===== src/rtl/sd_clk_pkg.sv =====
// Shared types and constants for the SD-card clock generator.
package sd_clk_pkg;

    localparam int unsigned SD_WIDTH_DEF   = 16;
    localparam int unsigned SD_BURST_W_DEF = 8;
    localparam int unsigned SD_INIT_CLKS   = 74;

    typedef enum logic [1:0] {
        ST_IDLE  = 2'd0,
        ST_RUN   = 2'd1,
        ST_BURST = 2'd2
    } sd_state_e;

endpackage


===== src/rtl/sd_half_cnt.sv =====
// 1-based compare counter: counts 1..limit while running, tc flags the terminal count.
module sd_half_cnt
    import sd_clk_pkg::*;
#(
    parameter int unsigned WIDTH = SD_WIDTH_DEF
) (
    input  logic             clk,
    input  logic             reset_n,
    input  logic             load,
    input  logic             run,
    input  logic [WIDTH-1:0] limit,
    output logic             tc
);

    logic [WIDTH-1:0] cnt;

    // Combinational on purpose: the parent registers every decision made from tc.
    assign tc = (cnt == limit);

    always_ff @(posedge clk or negedge reset_n) begin
        if (!reset_n) begin
            cnt <= WIDTH'(1);
        end else if (load || (run && tc)) begin
            cnt <= WIDTH'(1);
        end else if (run) begin
            cnt <= cnt + WIDTH'(1);
        end
    end

endmodule


===== src/rtl/sd_clk_div.sv =====
// Programmable SD clock divider with edge strobes, glitch-free stop and counted bursts.
module sd_clk_div
    import sd_clk_pkg::*;
#(
    parameter int unsigned WIDTH   = SD_WIDTH_DEF,
    parameter int unsigned BURST_W = SD_BURST_W_DEF
) (
    input  logic               clk,
    input  logic               reset_n,
    input  logic               en,
    input  logic [WIDTH-1:0]   div,
    input  logic               burst_start,
    input  logic [BURST_W-1:0] burst_len,
    output logic               sd_clk,
    output logic               rise_stb,
    output logic               fall_stb,
    output logic               active,
    output logic               burst_done
);

    sd_state_e          state, state_n;
    logic [WIDTH-1:0]   div_l, div_l_n, div_eff;
    logic [BURST_W-1:0] bc, bc_n;
    logic               sd_clk_n, rise_n, fall_n, done_n, active_n;
    logic               hc_load, hc_tc;

    sd_half_cnt #(.WIDTH(WIDTH)) u_hc (
        .clk     (clk),
        .reset_n (reset_n),
        .load    (hc_load),
        .run     (state != ST_IDLE),
        .limit   (div_l),
        .tc      (hc_tc)
    );

    assign div_eff = (div == '0) ? WIDTH'(1) : div;

    // Next-state and next-output decode
    always_comb begin
        state_n  = state;
        sd_clk_n = sd_clk;
        rise_n   = 1'b0;
        fall_n   = 1'b0;
        done_n   = 1'b0;
        div_l_n  = div_l;
        bc_n     = bc;
        hc_load  = 1'b0;
        unique case (state)
            ST_IDLE: begin
                if (burst_start) begin
                    state_n = ST_BURST;
                    bc_n    = burst_len;
                    hc_load = 1'b1;
                    div_l_n = div_eff;
                end else if (en) begin
                    state_n = ST_RUN;
                    hc_load = 1'b1;
                    div_l_n = div_eff;
                end
            end
            ST_RUN: begin
                if (hc_tc) begin
                    if (sd_clk) begin
                        sd_clk_n = 1'b0;
                        fall_n   = 1'b1;
                        div_l_n  = div_eff;
                        if (!en) state_n = ST_IDLE;
                    end else if (en) begin
                        sd_clk_n = 1'b1;
                        rise_n   = 1'b1;
                    end else begin
                        // Stop while low: the pending rise is simply never issued.
                        state_n = ST_IDLE;
                    end
                end
            end
            ST_BURST: begin
                if (bc == '0) begin
                    // Zero-length burst: complete immediately without any edges.
                    done_n  = 1'b1;
                    state_n = en ? ST_RUN : ST_IDLE;
                    hc_load = 1'b1;
                    div_l_n = div_eff;
                end else if (hc_tc) begin
                    if (sd_clk) begin
                        sd_clk_n = 1'b0;
                        fall_n   = 1'b1;
                        div_l_n  = div_eff;
                        bc_n     = bc - BURST_W'(1);
                        if (bc == BURST_W'(1)) begin
                            done_n  = 1'b1;
                            state_n = en ? ST_RUN : ST_IDLE;
                        end
                    end else begin
                        sd_clk_n = 1'b1;
                        rise_n   = 1'b1;
                    end
                end
            end
            default: begin
                state_n  = ST_IDLE;
                sd_clk_n = 1'b0;
            end
        endcase
        active_n = (state_n != ST_IDLE);
    end

    always_ff @(posedge clk or negedge reset_n) begin
        if (!reset_n) begin
            state      <= ST_IDLE;
            div_l      <= WIDTH'(1);
            bc         <= '0;
            sd_clk     <= 1'b0;
            rise_stb   <= 1'b0;
            fall_stb   <= 1'b0;
            active     <= 1'b0;
            burst_done <= 1'b0;
        end else begin
            state      <= state_n;
            div_l      <= div_l_n;
            bc         <= bc_n;
            sd_clk     <= sd_clk_n;
            rise_stb   <= rise_n;
            fall_stb   <= fall_n;
            active     <= active_n;
            burst_done <= done_n;
        end
    end

endmodule


===== config.mk =====
export PLATFORM = sky130hd
export DESIGN_NAME = sd_clk_div
export DESIGN_NICKNAME = d
export VERILOG_FILES = /design/src/rtl/sd_clk_pkg.sv /design/src/rtl/sd_half_cnt.sv /design/src/rtl/sd_clk_div.sv
export SDC_FILE = /design/constraint.sdc
export NUM_CORES = 1
export LEC_CHECK = 0
export CAP_MARGIN = 0
export CORE_MARGIN = 4
export CORE_UTILIZATION = 36
export CTS_BUF_LIST = sky130_fd_sc_hd__clkbuf_4
export DETAILED_ROUTE_END_ITERATION = 16
export RECOVER_POWER = 100
export SLEW_MARGIN = 20
export SYNTH_ARGS = -nofsm -noshare
export SYNTH_HDL_FRONTEND = slang
export SYNTH_SLANG_ARGS = --single-unit

===== constraint.sdc =====
create_clock -name clk -period 2.7 [get_ports clk]
set_clock_uncertainty 0.1 [all_clocks]
set_input_delay 0.27 -clock clk [delete_from_list [all_inputs] [get_ports clk]]
set_output_delay 0.27 -clock clk [all_outputs]
set_load 0.05 [all_outputs]

Word-level counts from Yosys, hierarchy flattened
Index checks and enable logic that the tools add are counted.
Operators by class
  muxes and demuxes: 47
  bitwise operators: 1
  reduce and logical (&&, ||, !) cells: 13
  $add $sub $neg: 2
  eq/ne operators: 10
Operator list (number)
  $mux 16: 8
  $pmux 16 s3: 1
  $mux 8: 4
  $mux 1: 20
  $add 16x1->16 const B: 1
  $eq 16x16->1: 1
  $logic_not 16->1: 1
  $mux 2: 8
  $pmux 8 s2: 1
  $eq 8x1->1 const B: 1
  $logic_not 8->1: 1
  $reduce_bool 2->1: 4
  $sub 8x1->8 const B: 1
  $ne 2x2->1 const B: 3
  $pmux 1 s2: 3
  $pmux 2 s3: 1
  $reduce_and 5->1: 1
  $ne 2x1->1 const B: 2
  $reduce_and 4->1: 1
  $ne 3x3->1 const B: 1
  $pmux 1 s3: 1
  $reduce_bool 3->1: 1
  $eq 2x1->1 const B: 1
  $eq 2x2->1 const B: 1
  5 further kinds: 5
Storage, ports and cells
  bits of input ports: 28
  flip-flop bits (word level): 47

Depth between registers and ports, before layout
  word-level depth: 7
  gate-level depth with buffers: 10
  gate-level depth less buffers: 8

Hierarchy
From an unflattened synthesis, not the netlist that was laid out.
Second synthesis, totals
  cell total of the unflattened synthesis: 269
  area total of the unflattened synthesis: 2775.2 um^2
By module, submodules not included
  sd_clk_div: area an instance 1645.3 um^2, times used 1, seq. area each 777.0 um^2, cells each 157
  sd_half_cnt: area an instance 1129.8 um^2, times used 1, seq. area each 401.6 um^2, cells each 112

Worst setup path before layout
OpenSTA, ideal clock, no wires.
  path type: reg-to-reg
  start: register bc[0]
  end: register div_l[10]
  data required time: 2.479 ns
  setup slack: 0.381 ns
  clock period less this slack: 2.319 ns
  setup time: 0.121 ns
  stages on the path, launching flop included: 9
  buffers on the path: 1
  arrival time: 2.098 ns
  cells stage by stage: dfrtp_1 > inv_1 > ha_1 > or3b_2 > o31ai_4 > o221a_2 > o21ai_2 > buf_6 > a22o_1
Between the ends
  cells in the longest elaborated chain, start to end: 3
RTL lines
  from (decl): RTL line sd_clk_div.sv:23  | logic [BURST_W-1:0] bc, bc_n;
  from (signal assigned): RTL line sd_clk_div.sv:121  | bc <= bc_n;
  $logic_not 8->1: RTL line sd_clk_div.sv:78  | if (bc == '0) begin
  $mux 16: RTL line sd_clk_div.sv:78
  $pmux 16 s3: RTL line sd_clk_div.sv:48  | unique case (state)
  to (signal assigned): RTL line sd_clk_div.sv:120  | div_l <= div_l_n;
  to (decl): RTL line sd_clk_div.sv:22  | logic [WIDTH-1:0] div_l, div_l_n, div_eff;
Every way passes these cells.
A chain may end at the register's enable or synchronous reset.

Worst setup path after layout
  start: register bc[0]
  end: register div_l[7]
The elaborated chain is that of the path after synthesis.

==> impl_metrics.yaml <==
cells_and_area:
  final.fill_count: 741
  seq_area_um2: 1179
  multi_input_area_um2: 1419
  fin_nets: 341
  fin_util_pct: 43.96
  mostFrequentLayoutCells: "45 x dfrtp_1, 32 x nor2_1, 26 x clkdlybuf4s50_1, 22 x xnor2_1, 17 x nand2_1"
  area_growth_syn_to_layout_pct: 18.39
  diodes: 0
  drive_gt1_share_pct: 10.75
  layout_commonest_cell: "dfrtp_1"
global_routing:
  grt_pass1_wl_um: 10920
  first_global_vias: 2217
  grt_max_degree: 32
  antenna_found_initial: 0
  grt.total_usage_pct: 15.57
  overflow: 0
synthesis:
  synth-edff-count: 0
  yosysUniqueCellTypes: 56
  ys.flop_type: "dfrtp_1"
  ys.warnings.count: 0
  ys_seq_area_share_pct: 43.53
  syn-cell-area_um2: 2708
  syn_avg_cell_area_um2: 10.03
  async_flop_share_pct: 100.0
  ys_ff_latch: 47
  synth_nets: 305
  netlist_instances: 270
run:
  cap_violations: 0
sta:
  hold_viol: 0
  grt_setup_unrepaired: "false"
  setup_viol: 0
  fin_crit_sh_pct: 92.97
  period_minus_slack_ns: 2.510
  setup-tns-final_ns: 0
  max_freq_mhz: 398.4
  worst_pin_slew_ns: 0.9090
  slew_viol_final: 0
  slew_headroom_pct: 39.40
placement:
  gp_congestion: 0.8563
  dp_hpwl_um: 4716
  port_buffers: 32
min_path:
  worstHoldPathType: "flip-flop to flip-flop"
  holdPathStages: 2
  min_to: "div_l[0]"
  min-delay-start: "div_l[0]"
die:
  start_util_pct: 37.13
  core_um2: 7292
  num_rows: 31
  die_y_um: 94.73
  dieWidth_um: 94.73
  die_area_um2: 8973
  ios: 33
setup_path:
  path_class: "flip-flop to flip-flop"
  crit_arrival_ns: 2.67
  rrSetupSlack_ns: 0.19
  regToRegEndpoint: "div_l[7]"
  crit_slowest_cell: "or3b_2"
  reg2regPathDepth: 7
  startpoint_type: "flip-flop"
  r2r_start: "bc[0]"
  required_ns: 2.86
  crit_fanout: 16
  max_stage_delay_ns: 0.54
  path_cells: "inv_1 > ha_1 > or3b_2 > o31ai_4 > o221a_2 > o21ai_2 > a22o_1"
  cp-end-kind: "flip-flop"
routing:
  vias: 2155
  firstDrtPassIters: 4
  post_drt_wl_per_cell_um: 15.66
  met3WireLength_um: 315
  antenna_left: 0
  m1WireLength_um: 2940
  top_layer: "met4"
  drtIter0Drc: 74
  drc: 0
  finalWirelength_um: 6358
  drt-vias-per-instance: 5.308
  wl_met2_um: 3013
power:
  p_per_area_nw_per_um2: 946.7
  static-leakage-power_nw: 1.312
  peakVddDrop_v: 0.0005696
clock_network:
  clk_pin_slew_worst_paths_ns: 0.15
  clock_sinks: 47
  cts_tree: "done"
  cts_buffer_depth: 2
  htree_levels: 2
  clock_latency_ns: 0.37
  cts_root_buffer: "clkbuf_4"
  cts-buffers-inserted: 5
status:
  status: "complete, no violations"
[synth_stat cells, types with 2 or more instances]
cell / number / share of area (%)
nand2b_1: 3 / 0.69
nand4_1: 8 / 1.8
nor2_1: 32 / 4.4
and3_1: 4 / 0.92
nand2_1: 17 / 2.4
nor4_1: 11 / 2.5
nor4_2: 2 / 0.92
a21oi_1: 11 / 2.0
clkbuf_1: 4 / 0.55
o211ai_1: 2 / 0.55
o41ai_1: 2 / 0.65
o21ai_1: 5 / 0.92
inv_1: 7 / 0.97
a211oi_1: 2 / 0.55
mux2i_1: 4 / 1.5
o32a_1: 2 / 0.74
ha_1: 7 / 3.2
dfrtp_1: 45 / 42
or3_1: 2 / 0.46
nor2b_1: 4 / 0.92
buf_2: 3 / 0.55
nor3_1: 7 / 1.3
dfstp_2: 2 / 1.9
a22o_1: 15 / 4.9
o22ai_1: 2 / 0.46
xnor2_1: 22 / 7.1
xor2_1: 9 / 2.9
buf_6: 3 / 1.2
a31oi_1: 6 / 1.4
[timing repair]
item	in CTS	in global routing
setup endpoints to repair	0	18
hold buffers	1	0
setup buffers	0	1
gates resized for setup	0	1
endpoints found under the hold margin	16	0
[worst max-delay path, delay by kind of cell (launching register included)]
kind | cells | cell delay (ns)
adder cells (fa/ha/maj) | 1 | 0.23
buffers and inverters | 1 | 0.11
AO/OA/AOI/OAI | 4 | 0.98
AND/OR/NAND/NOR | 1 | 0.54
flip-flops | 1 | 0.44
[routing by layer]
metal | global-route usage, % | up-vias
met5 | 0 | -
met3 | 3.506 | 10
met1 | 20.87 | 1043
met2 | 24.84 | 47
met4 | 5.168 | 0
li1 | - | 1055
[through the flow]
step / hold WS (ns) / worst slack (ns) / cell area, um^2 / total power [mW] / cells
after floorplan: -0.1256 / 0.3813 / 2708 / 2.347 / 270
after CTS: 0.2274 / 0.1283 / 3194 / 3.027 / 405
after detailed placement: 0.1168 / 0.1499 / 3124 / 2.666 / 396
after global placement: 0.1153 / 0.2102 / 3124 / 2.644 / 396
final: 0.3970 / 0.1899 / 3206 / 3.035 / 406
after global routing: 0.4157 / 0.02047 / 3206 / 3.299 / 406
[final cells by class]
| class | instances | share of cell area [%] |
|---|---|---|
| Clock buffer | 7 | 1.639 |
| Clock inverter | 1 | 0.2342 |
| Inverter | 8 | 0.9368 |
| Multi-Input combinational cell | 203 | 44.26 |
| Sequential cell | 47 | 36.77 |
| Tap cell | 99 | 3.864 |
| Timing Repair Buffer | 41 | 12.30 |
[state kept, by name, summed over array words and instances (netlist names)]
signal / count
sd_clk: 1
burst_done: 1
bc: 8
state: 2
fall_stb: 1
rise_stb: 1
div_l: 16
active: 1
u_hc.cnt: 16
[where the power goes]
group	internal (mW)	switching, mW
sequential	0.906	0.228
clock	0.123	0.227
combinational	0.687	0.865
total	1.72	1.32
[cells by family after synthesis]
logic type,share of synthesized area (%)
and+or+nand+nor,20.79
AOI/OAI and AO/OA,17.05
DFF,43.53
xor gates and xnor gates,10.03
buffers and inverters,3.881
adders and majority gates,3.235
muxes,1.479
[worst max path at each step]
stage / start / endpoint / slack (ns) / cells past startpoint
floorplan: bc[0] / div_l[10] / 0.38 / 8
global placement: bc[0] / bc[0] / 0.21 / 8
detailed placement: bc[0] / bc[0] / 0.15 / 8
CTS: bc[0] / bc[0] / 0.13 / 8
global route: bc[0] / bc[6] / 0.02 / 9
finish: bc[0] / div_l[7] / 0.19 / 7
No activity file was read; power rests on OpenSTA's default activity.
